## config.mk

```make
export PLATFORM = sky130hd
export DESIGN_NAME = mseq_sched_flat
export DESIGN_NICKNAME = d
export VERILOG_FILES = /design/src/rtl/mseq_sched_if.sv /design/src/rtl/mseq_sched.sv /design/src/flat_wrapper.sv
export SDC_FILE = /design/constraint.sdc
export NUM_CORES = 1
export LEC_CHECK = 0
export BUFFER_PORTS_ARGS = -buffer_cell sky130_fd_sc_hd__buf_4
export CAP_MARGIN = 20
export CELL_PAD_IN_SITES_DETAIL_PLACEMENT = 0
export CELL_PAD_IN_SITES_GLOBAL_PLACEMENT = 1
export CORE_MARGIN = 2
export CORE_UTILIZATION = 47
export CTS_CLUSTER_DIAMETER = 120
export DETAILED_ROUTE_END_ITERATION = 10
export PLACE_DENSITY_LB_ADDON = 0.1
export SLEW_MARGIN = 20
export SYNTH_ARGS = -nofsm -noshare
export SYNTH_HDL_FRONTEND = slang
export SYNTH_SLANG_ARGS = --single-unit
```

## constraint.sdc

```tcl
create_clock -name clk -period 7.39 [get_ports clk]
set_input_delay 1.478 -clock clk [delete_from_list [all_inputs] [get_ports clk]]
set_output_delay 1.478 -clock clk [all_outputs]
set_load 0.01 [all_outputs]
```

## src/rtl/mseq_sched_if.sv

```systemverilog
// Bus between mseq_sched, its burst requesters / config master and the shared mfun LFSR step.
interface mseq_sched_if #(
  parameter int WIDTH = 5
);
  logic [1:0]       req;
  logic             cfg_we;
  logic             cfg_ch;
  logic [WIDTH-1:0] cfg_fase;
  logic [WIDTH-1:0] cfg_type;
  logic [WIDTH-1:0] mf_fase;
  logic [WIDTH-1:0] mf_type;
  logic [WIDTH-1:0] mf_fase_new;
  logic             mf_sum;
  logic             chip;
  logic [1:0]       chip_valid;
  logic [1:0]       busy;
  logic [1:0]       done;
  logic [1:0]       err;
  logic [1:0]       short_period;

  modport master (
    output req, cfg_we, cfg_ch, cfg_fase, cfg_type, mf_fase_new, mf_sum,
    input  mf_fase, mf_type, chip, chip_valid, busy, done, err, short_period
  );

  modport slave (
    input  req, cfg_we, cfg_ch, cfg_fase, cfg_type, mf_fase_new, mf_sum,
    output mf_fase, mf_type, chip, chip_valid, busy, done, err, short_period
  );
endinterface

```

## src/rtl/mseq_sched.sv

```systemverilog
// Two-channel round-robin scheduler time-sharing one mfun LFSR step between burst requesters.
// Optional short-period detection is enabled by defining MSEQ_PERIOD_CHECK_EN.
module mseq_sched #(
  parameter int               WIDTH     = 5,
  parameter int               FRAME_LEN = 31,
  parameter logic [WIDTH-1:0] SEED_RST  = 5'b10101,
  parameter logic [WIDTH-1:0] POLY_RST  = 5'b11101
) (
  input logic         clk,
  input logic         rst,
  mseq_sched_if.slave bus
);
  localparam logic [WIDTH-1:0] LAST_CNT = WIDTH'(FRAME_LEN - 1);

  logic [WIDTH-1:0] seed_q  [2];
  logic [WIDTH-1:0] poly_q  [2];
  logic [WIDTH-1:0] state_q [2];
  logic [WIDTH-1:0] cnt_q   [2];
  logic [1:0]       busy_q;
  logic [1:0]       chip_valid_q;
  logic [1:0]       done_q;
  logic [1:0]       err_q;
  logic             chip_q;
  logic             last_q;

  logic             gnt;
  logic             gnt_valid;
  logic             gnt_last;
  logic             cfg_ok;
  logic [1:0]       start;
  logic [1:0]       reject;
  logic [1:0]       cfg_err;
  logic [WIDTH-1:0] eff_seed [2];

  // Only channels already busy compete; a channel starting this cycle waits one cycle.
  always_comb begin
    gnt = 1'b0;
    if (busy_q == 2'b11) begin
      gnt = ~last_q;
    end else if (busy_q == 2'b10) begin
      gnt = 1'b1;
    end
  end

  assign gnt_valid = |busy_q;
  assign gnt_last  = (cnt_q[gnt] == LAST_CNT);
  assign cfg_ok    = bus.cfg_we && !busy_q[bus.cfg_ch];

  // A same-cycle config write supplies the seed used by a starting burst.
  always_comb begin
    for (int i = 0; i < 2; i++) begin
      eff_seed[i] = (cfg_ok && (bus.cfg_ch == 1'(i))) ? bus.cfg_fase : seed_q[i];
      cfg_err[i]  = bus.cfg_we && (bus.cfg_ch == 1'(i)) && busy_q[i];
      start[i]    = bus.req[i] && !busy_q[i] && (eff_seed[i] != '0);
      reject[i]   = bus.req[i] && !busy_q[i] && (eff_seed[i] == '0);
    end
  end

  always_ff @(posedge clk) begin
    if (rst) begin
      for (int i = 0; i < 2; i++) begin
        seed_q[i]  <= SEED_RST;
        poly_q[i]  <= POLY_RST;
        state_q[i] <= SEED_RST;
        cnt_q[i]   <= '0;
      end
      busy_q       <= '0;
      chip_valid_q <= '0;
      done_q       <= '0;
      err_q        <= '0;
      chip_q       <= 1'b0;
      last_q       <= 1'b1;
    end else begin
      chip_valid_q <= '0;
      done_q       <= '0;
      err_q        <= cfg_err | reject;
      for (int i = 0; i < 2; i++) begin
        if (cfg_ok && (bus.cfg_ch == 1'(i))) begin
          seed_q[i] <= bus.cfg_fase;
          poly_q[i] <= bus.cfg_type;
        end
        if (start[i]) begin
          busy_q[i]  <= 1'b1;
          state_q[i] <= eff_seed[i];
          cnt_q[i]   <= '0;
        end
      end
      if (gnt_valid) begin
        last_q            <= gnt;
        chip_q            <= bus.mf_sum;
        chip_valid_q[gnt] <= 1'b1;
        if (gnt_last) begin
          done_q[gnt]  <= 1'b1;
          busy_q[gnt]  <= 1'b0;
          state_q[gnt] <= seed_q[gnt];
          cnt_q[gnt]   <= '0;
        end else begin
          state_q[gnt] <= bus.mf_fase_new;
          cnt_q[gnt]   <= cnt_q[gnt] + WIDTH'(1);
        end
      end
    end
  end

  assign bus.mf_fase    = state_q[gnt];
  assign bus.mf_type    = poly_q[gnt];
  assign bus.chip       = chip_q;
  assign bus.chip_valid = chip_valid_q;
  assign bus.busy       = busy_q;
  assign bus.done       = done_q;
  assign bus.err        = err_q;

`ifdef MSEQ_PERIOD_CHECK_EN
  logic [1:0] short_q;

  // Returning to the seed before the last chip means the polynomial is not maximal-length.
  always_ff @(posedge clk) begin
    if (rst) begin
      short_q <= '0;
    end else begin
      for (int i = 0; i < 2; i++) begin
        if (start[i]) begin
          short_q[i] <= 1'b0;
        end
      end
      if (gnt_valid && !gnt_last && (bus.mf_fase_new == seed_q[gnt])) begin
        short_q[gnt] <= 1'b1;
      end
    end
  end

  assign bus.short_period = short_q;
`else
  assign bus.short_period = 2'b00;
`endif
endmodule

```

## src/flat_wrapper.sv

```systemverilog
// flat-port wrapper written by rule: the top's interface ports become plain ports
module mseq_sched_flat 
#(
  parameter int               WIDTH     = 5,
  parameter int               FRAME_LEN = 31,
  parameter logic [WIDTH-1:0] SEED_RST  = 5'b10101,
  parameter logic [WIDTH-1:0] POLY_RST  = 5'b11101
)
  (clk, rst, bus_req, bus_cfg_we, bus_cfg_ch, bus_cfg_fase, bus_cfg_type, bus_mf_fase_new, bus_mf_sum, bus_mf_fase, bus_mf_type, bus_chip, bus_chip_valid, bus_busy, bus_done, bus_err, bus_short_period);
  mseq_sched_if #(.WIDTH(WIDTH)) bus_i ();
  input logic clk;
  input logic rst;
  input wire logic [$bits(bus_i.req)-1:0] bus_req;
  input wire logic [$bits(bus_i.cfg_we)-1:0] bus_cfg_we;
  input wire logic [$bits(bus_i.cfg_ch)-1:0] bus_cfg_ch;
  input wire logic [$bits(bus_i.cfg_fase)-1:0] bus_cfg_fase;
  input wire logic [$bits(bus_i.cfg_type)-1:0] bus_cfg_type;
  input wire logic [$bits(bus_i.mf_fase_new)-1:0] bus_mf_fase_new;
  input wire logic [$bits(bus_i.mf_sum)-1:0] bus_mf_sum;
  output wire logic [$bits(bus_i.mf_fase)-1:0] bus_mf_fase;
  output wire logic [$bits(bus_i.mf_type)-1:0] bus_mf_type;
  output wire logic [$bits(bus_i.chip)-1:0] bus_chip;
  output wire logic [$bits(bus_i.chip_valid)-1:0] bus_chip_valid;
  output wire logic [$bits(bus_i.busy)-1:0] bus_busy;
  output wire logic [$bits(bus_i.done)-1:0] bus_done;
  output wire logic [$bits(bus_i.err)-1:0] bus_err;
  output wire logic [$bits(bus_i.short_period)-1:0] bus_short_period;
  assign bus_i.req = bus_req;
  assign bus_i.cfg_we = bus_cfg_we;
  assign bus_i.cfg_ch = bus_cfg_ch;
  assign bus_i.cfg_fase = bus_cfg_fase;
  assign bus_i.cfg_type = bus_cfg_type;
  assign bus_i.mf_fase_new = bus_mf_fase_new;
  assign bus_i.mf_sum = bus_mf_sum;
  assign bus_mf_fase = bus_i.mf_fase;
  assign bus_mf_type = bus_i.mf_type;
  assign bus_chip = bus_i.chip;
  assign bus_chip_valid = bus_i.chip_valid;
  assign bus_busy = bus_i.busy;
  assign bus_done = bus_i.done;
  assign bus_err = bus_i.err;
  assign bus_short_period = bus_i.short_period;
  mseq_sched #(.WIDTH(WIDTH), .FRAME_LEN(FRAME_LEN), .SEED_RST(SEED_RST), .POLY_RST(POLY_RST)) u_core (.clk(clk), .rst(rst), .bus(bus_i));
endmodule
```

; After elaboration in Yosys (flattened, before gate mapping)
; Memories as Yosys holds them, arrays and structs flattened.
; Cells that the tools add are included.
[op_classes]
addsub = 1
order_cmp = 3
n_eq_ne = 3
mux = 46
bitwise = 17
n_reduce_logical = 24
[op_table]
columns = cell, n
row1 = two-way mux 5 bit, 12
row2 = two-way mux 1 bit, 31
row3 = logical AND 1 bit, 14
row4 = zero test 5 bit, 2
row5 = bitwise OR 1 bit, 10
row6 = nonzero test 5 bit, 2
row7 = adder 5 x 1 -> 5 bit (second input constant), 1
row8 = equality test 5 bit (second input constant), 1
row9 = equality test 2 bit (second input constant), 2
row10 = less-than comparator 1 x 2 -> 1 bit (second input constant), 2
row11 = two-way mux 2 bit, 2
row12 = NOT 1 bit, 4
row13 = OR reduction 2 bit, 2
row14 = zero test 1 bit, 3
row15 = OR reduction 3 bit, 1
row16 = bitwise AND 2 bit, 1
row17 = NOT 2 bit, 1
row18 = bitwise OR 2 bit, 1
row19 = demux 1 bit (select 1 bit), 1
row20 = >= comparator 1 bit (second input constant), 1
[word_totals]
register_bits = 10
mem_bits_rw = 40
input_bits = 22
out_inout_bits = 21
elab_cells = 104
n_memories = 4
[mem_list]
columns = name, depth, width, rd, rd_clocked_by_memory_dff, wr, line_no
row1 = u_core.cnt_q, 2, 5, 1, 0, 3, mseq_sched.sv:18  ; logic [WIDTH-1:0] cnt_q [2];
row2 = u_core.poly_q, 2, 5, 1, 0, 2, mseq_sched.sv:16  ; logic [WIDTH-1:0] poly_q [2];
row3 = u_core.seed_q, 2, 5, 3, 0, 2, mseq_sched.sv:15  ; logic [WIDTH-1:0] seed_q [2];
row4 = u_core.state_q, 2, 5, 1, 0, 3, mseq_sched.sv:17  ; logic [WIDTH-1:0] state_q [2];

; Logic depth before layout (Yosys ltp)
[logic_depth]
depth_word = 13
mapped_depth = 12
ltp_nobuf = 9

; Worst setup path before layout
; Ideal clock, no wire load.
[synth_path]
path_kind = register to output
start = register u_core.busy_q[1], in the netlist u_core.bus.busy[1]
end = output bus_mf_fase[0]
t_arrival_ns = 1.674
required_time_ns = 5.912
path_slack_ns = 4.238
stages_incl_launch_ff = 6
n_path_buf = 3
path_cell_list = dfxtp_1 > buf_4 > a21boi_4 > buf_1 > buf_2 > mux2_2
[synth_between]
elab_chain_cells = 4
word_cells_on_any_way = 5
cone_classes = 2 x eq/ne / 2 x mux / 1 x memory
[synth_rtl]
columns = element, line_no
row1 = from (decl), mseq_sched.sv:19  ; logic [1:0] busy_q;
row2 = from (signal assigned), mseq_sched.sv:67  ; busy_q <= '0;
row3 = "from (signal, indexed assignment)", mseq_sched.sv:83  ; busy_q[i] <= 1'b1;
row4 = "from (signal, indexed assignment)", mseq_sched.sv:94  ; busy_q[gnt] <= 1'b0;
row5 = equality test 2 bit, mseq_sched.sv:40  ; end else if (busy_q == 2'b10) begin
row6 = two-way mux 1 bit, mseq_sched.sv:40
row7 = two-way mux 1 bit *, mseq_sched.sv:38  ; if (busy_q == 2'b11) begin
row8 = memory (2 x 5 bit) *, -
row9 = to (decl), flat_wrapper.sv:20  ; output wire logic [$bits(bus_i.mf_fase)-1:0] bus_mf_fase;
; Every way passes the cells marked *; elsewhere a longest branch is shown, timed or not.

==> metrics.log <==
[metrics] Mapped Cells: 220
[metrics] worst path bufs/invs: 1
[metrics] data required time at the worst endpoint: roughly 7.5 ns
[metrics] sum of routed wire length over all layers: approximately 5300 microns
[metrics] post-route core utilization: 0.5720
[metrics] arrival time of the worst setup path: roughly 3.6 ns
[metrics] setup_tns: 0 ns
[metrics] Final setup violation count: 0
[metrics] total area of multi-input combinational cells: a little under 0.001 sq mm
[metrics] Pre-antenna DRT Iters: 4
[metrics] GRT met2 Usage: 0.2833
[metrics] max-cap violation count: 0
[metrics] vertical extent of the die: between 70 and 80 microns
[metrics] diode insertion count for antenna repair: 0
[metrics] PnR Total Power: 0.6164 mW
[metrics] fraction of the yosys area taken by sequential cells: 0.5634
[metrics] type of the worst setup path: flop to flop
[metrics] maximum number of pins on one net before global-route repair: 26
[metrics] sequential standard cell area: roughly 0.0014 sq mm
[metrics] total half-perimeter wirelength after legalization and detailed placement: roughly 3900 microns
[metrics] global-route congestion overflow total: 0
[metrics] Comb power frac: 0.146
[metrics] Synth Area in Adders: 0.01006
[metrics] peak supply drop: approximately 97 uV
[metrics] run status: finished clean
[metrics] GR Util met1: 0.2764
[metrics] x dimension of the die: between 70 and 80 microns
[metrics] Unique masters post-synth: 39
[metrics] post-detailed-route DRC marker count: 0
[metrics] io pins: 43
[metrics] GRT Resource Usage Total: 0.1881
[metrics] routability cong.: roughly 0.88
[metrics] worst path setup slack after routing: 3.839 ns
[metrics] sequential power share: 0.546
[metrics] Slowest cell on crit path: a21boi_4
[metrics] Min Hold Slack: ~0.46 ns
[metrics] final-report hold violation count: 0
[metrics] flops & latches, synth: 50
[metrics] number of buffers on the longest clock path: 2
[metrics] Final Cycle Share: 0.4806
[metrics] final-report max-slew violation count: 0
[metrics] CTS tree: built
[metrics] number of buffers created by CTS: 5
[metrics] area grow syn2layout: 17.45%
[metrics] worst clock skew: a little over 0.003 ns
[metrics] final cell count without fillers: 328
[metrics] cell row count: 26
[metrics] pin slew with the least headroom to its limit: 0.8255 ns
[metrics] first-pass GRT wire length: approximately 8600 microns
[metrics] multiplexer share of the synthesized area: 0.1026
[metrics] initial DRC count: 153
[metrics] pre-CTS setup slack: 3.849 ns
[metrics] Setup Buffers After CTS: 0
[metrics] cell family with the largest share of critical-path delay: compound AO/OA/AOI/OAI gates
[metrics] netlist area before placement: between 0.002 and 0.0025 sq mm
[metrics] switching share of power: 0.2439
[metrics] root buffer selected by CTS: clkbuf_8
[metrics] internal power summed over all cells: ~0.47 mW
[metrics] post-route design area: 0.002922 sq mm
[metrics] busiest layer in global routing: met2
[metrics] Clk pin slew, worst setup/hold paths: 0.09 ns
[metrics] vias: ~1,800
[metrics] ordered cell list for the critical path: a21boi_4, mux2_2, inv_1, ha_1, nand4_1, mux2i_1, or3_1, nor3_1, a221oi_1
[metrics] power density over cell area: between 200 and 250 mW/mm^2
[metrics] complex-gate fraction of the synthesized area: 0.09004
[metrics] synthesis warning total: 0
[metrics] critical path capture point type: flop
[metrics] synthesized area divided by synthesized cell count: roughly 11 sq um
[metrics] share of the synthesized netlist area taken by xor and xnor gates: 0.02113
[metrics] floorplan core area: approximately 0.0051 sq mm
[metrics] critical path peak fanout: 25
[metrics] layout cell share with drive strength beyond 1: 0.2636
[metrics] Hold WC Path Type: flop to flop
[metrics] setup repair after global routing missed its margin: false
[metrics] via-per-instance ratio: approximately 5.4
[metrics] placed insts: 320
[metrics] Final #Nets: between 200 and 300
[metrics] CTS resizes: 0
[metrics] die area: ~0.0059 sq mm
[metrics] routed wirelength normalized by instance count: between 15 and 20 microns
[metrics] number of global-route vias before repair: 1,693
[metrics] area after detailed placement: between 0.002 and 0.003 sq mm
[metrics] Sw Pwr: roughly 0.15 mW
[metrics] leakage power figure: 1.042 nW
[metrics] count of nets left with antenna violations after detail routing: 0
[metrics] min cycle time layout: ~3.6 ns
[metrics] worst-skew pair later-pin latency: 0.30 ns
[metrics] # H-tree levels: 2
[metrics] Max Freq: between 200 and 300 MHz
[metrics] Setup crit start kind: flop
[metrics] part of the total power dissipated in the clock network: 0.308
[metrics] combinational family with the most area after synthesis: simple AND/OR/NAND/NOR gates
[metrics] synthesized-area fraction occupied by and/or/nand/nor cells: 0.1705
[metrics] number of hold buffers added after cts: 0
[metrics] starting utilization of the core area: 0.4870
[metrics] GR Util met3: 0.04000
[metrics] count of filler cells inserted in the layout: 451
[metrics] worst max-slew margin expressed relative to the limit: 0.4491
[metrics] number of antenna violations at the first check in global routing: 0
[metrics] worst stage delay on the critical path: between 0.6 and 0.7 ns
[metrics] clock net sink count: 50
[metrics] # port buffers: 40
-- synthesized netlist by cell type --
master / number / area share
edfxtp_1: 40 / 0.48
nor2_1: 23 / 0.035
nand2_1: 13 / 0.020
mux2_2: 12 / 0.054
mux2i_1: 12 / 0.048
nand3_1: 12 / 0.024
nor3_1: 12 / 0.024
dfxtp_1: 10 / 0.080
inv_1: 10 / 0.015
o21ai_0: 9 / 0.018
or2_2: 9 / 0.023
a221oi_1: 7 / 0.025
nand4_1: 4 / 0.010
nor2b_1: 4 / 0.010
o221ai_1: 4 / 0.014
buf_2: 3 / 0.0060
buf_4: 3 / 0.0091
clkbuf_1: 3 / 0.0045
nand2b_1: 3 / 0.0075
xnor2_1: 3 / 0.011
xor2_1: 3 / 0.011
a21oi_1: 2 / 0.0040
ha_1: 2 / 0.010
nor3b_1: 2 / 0.0060
a21boi_4: 1 / 0.0075
a22oi_1: 1 / 0.0030
a2bb2oi_1: 1 / 0.0035
a31oi_1: 1 / 0.0025
and2_1: 1 / 0.0025
and4_1: 1 / 0.0035
buf_1: 1 / 0.0015
buf_6: 1 / 0.0045
conb_1: 1 / 0.0015
o2111ai_1: 1 / 0.0035
o21a_1: 1 / 0.0030
o22a_1: 1 / 0.0035
o22ai_1: 1 / 0.0025
or3_1: 1 / 0.0025
or4_1: 1 / 0.0030
-- cell families after synthesis --
logic type	after synthesis
AOI/OAI and AO/OA	30
buffers and inverters	21
muxes	24
xor gates and xnor gates	6
and+or+nand+nor	86
adders and majority gates	2
DFF	50
other	1
-- cells in the final DEF, fill, tap and decap left out, types with 3 or more instances in the layout --
cell and count:
a221oi_1 7, buf_4 40, clkbuf_8 5, dfxtp_1 10, edfxtp_1 40, inv_1 10, mux2_2 12, mux2i_1 12
nand2_1 13, nand2b_1 3, nand3_1 12, nand4_1 4, nor2_1 23, nor2b_1 4, nor3_1 12, o21ai_0 9
o221ai_1 4, or2_2 9, xnor2_1 3, xor2_1 3
-- worst register-to-register path: cells and delay by family (launching register included) --
family	cells	cell delay, ns
AND/OR/NAND/NOR	3	0.86
flip-flops	1	0.53
AO/OA/AOI/OAI	2	1.02
multiplexers	2	0.67
buffers and inverters	1	0.07
adder cells (fa/ha/maj)	1	0.18
-- metal layers --
layer | wire length [microns] | vias to the layer above | share of wire
met3 | 283 | 4 | 0.054
met2 | 2372 | 60 | 0.45
met4 | 48 | 0 | 0.0091
met1 | 2566 | 826 | 0.49
li1 | - | 877 | -
met5 | 0 | - | 0
-- power groups by stage --
stage          Clock, mW  Sequential (mW)  Combinational (mW)
2_1_floorplan          0            0.339              0.0596
3_3_place_gp           0            0.343              0.0913
3_5_place_dp           0            0.343              0.0905
4_1_cts            0.194            0.337              0.0911
5_1_grt            0.203            0.339              0.0998
6_report           0.190            0.337              0.0900
-- flip-flops by register name, summed over array words and instances, names as in the netlist, 2 cells and up --
| name | cells |
|---|---|
| u_core.seed_q | 10 |
| u_core.bus.chip_valid | 2 |
| u_core.bus.done | 2 |
| u_core.state_q | 10 |
| u_core.bus.err | 2 |
| u_core.cnt_q | 10 |
| u_core.poly_q | 10 |
| u_core.bus.busy | 2 |
-- final cells by class --
type / instances / share of cell area
Inverter: 10 / 0.01285
Clock inverter: 1 / 0.01028
Clock buffer: 7 / 0.02612
Timing Repair Buffer: 40 / 0.1028
Tap cell: 70 / 0.02998
Sequential cell: 50 / 0.4797
Multi-Input combinational cell: 150 / 0.3383
-- final timing paths --
kind | slack (ns) | depth (start not counted) | to | from
min reg2reg | 0.46 | 2 | u_core.bus.chip | u_core.bus.chip
max reg2reg | 3.84 | 9 | u_core.state_q[1][2] | u_core.bus.busy[1]
max | 3.84 | 9 | u_core.state_q[1][2] | u_core.bus.busy[1]
min | 0.46 | 2 | u_core.bus.chip | u_core.bus.chip
(Power assumes the default switching activity.)
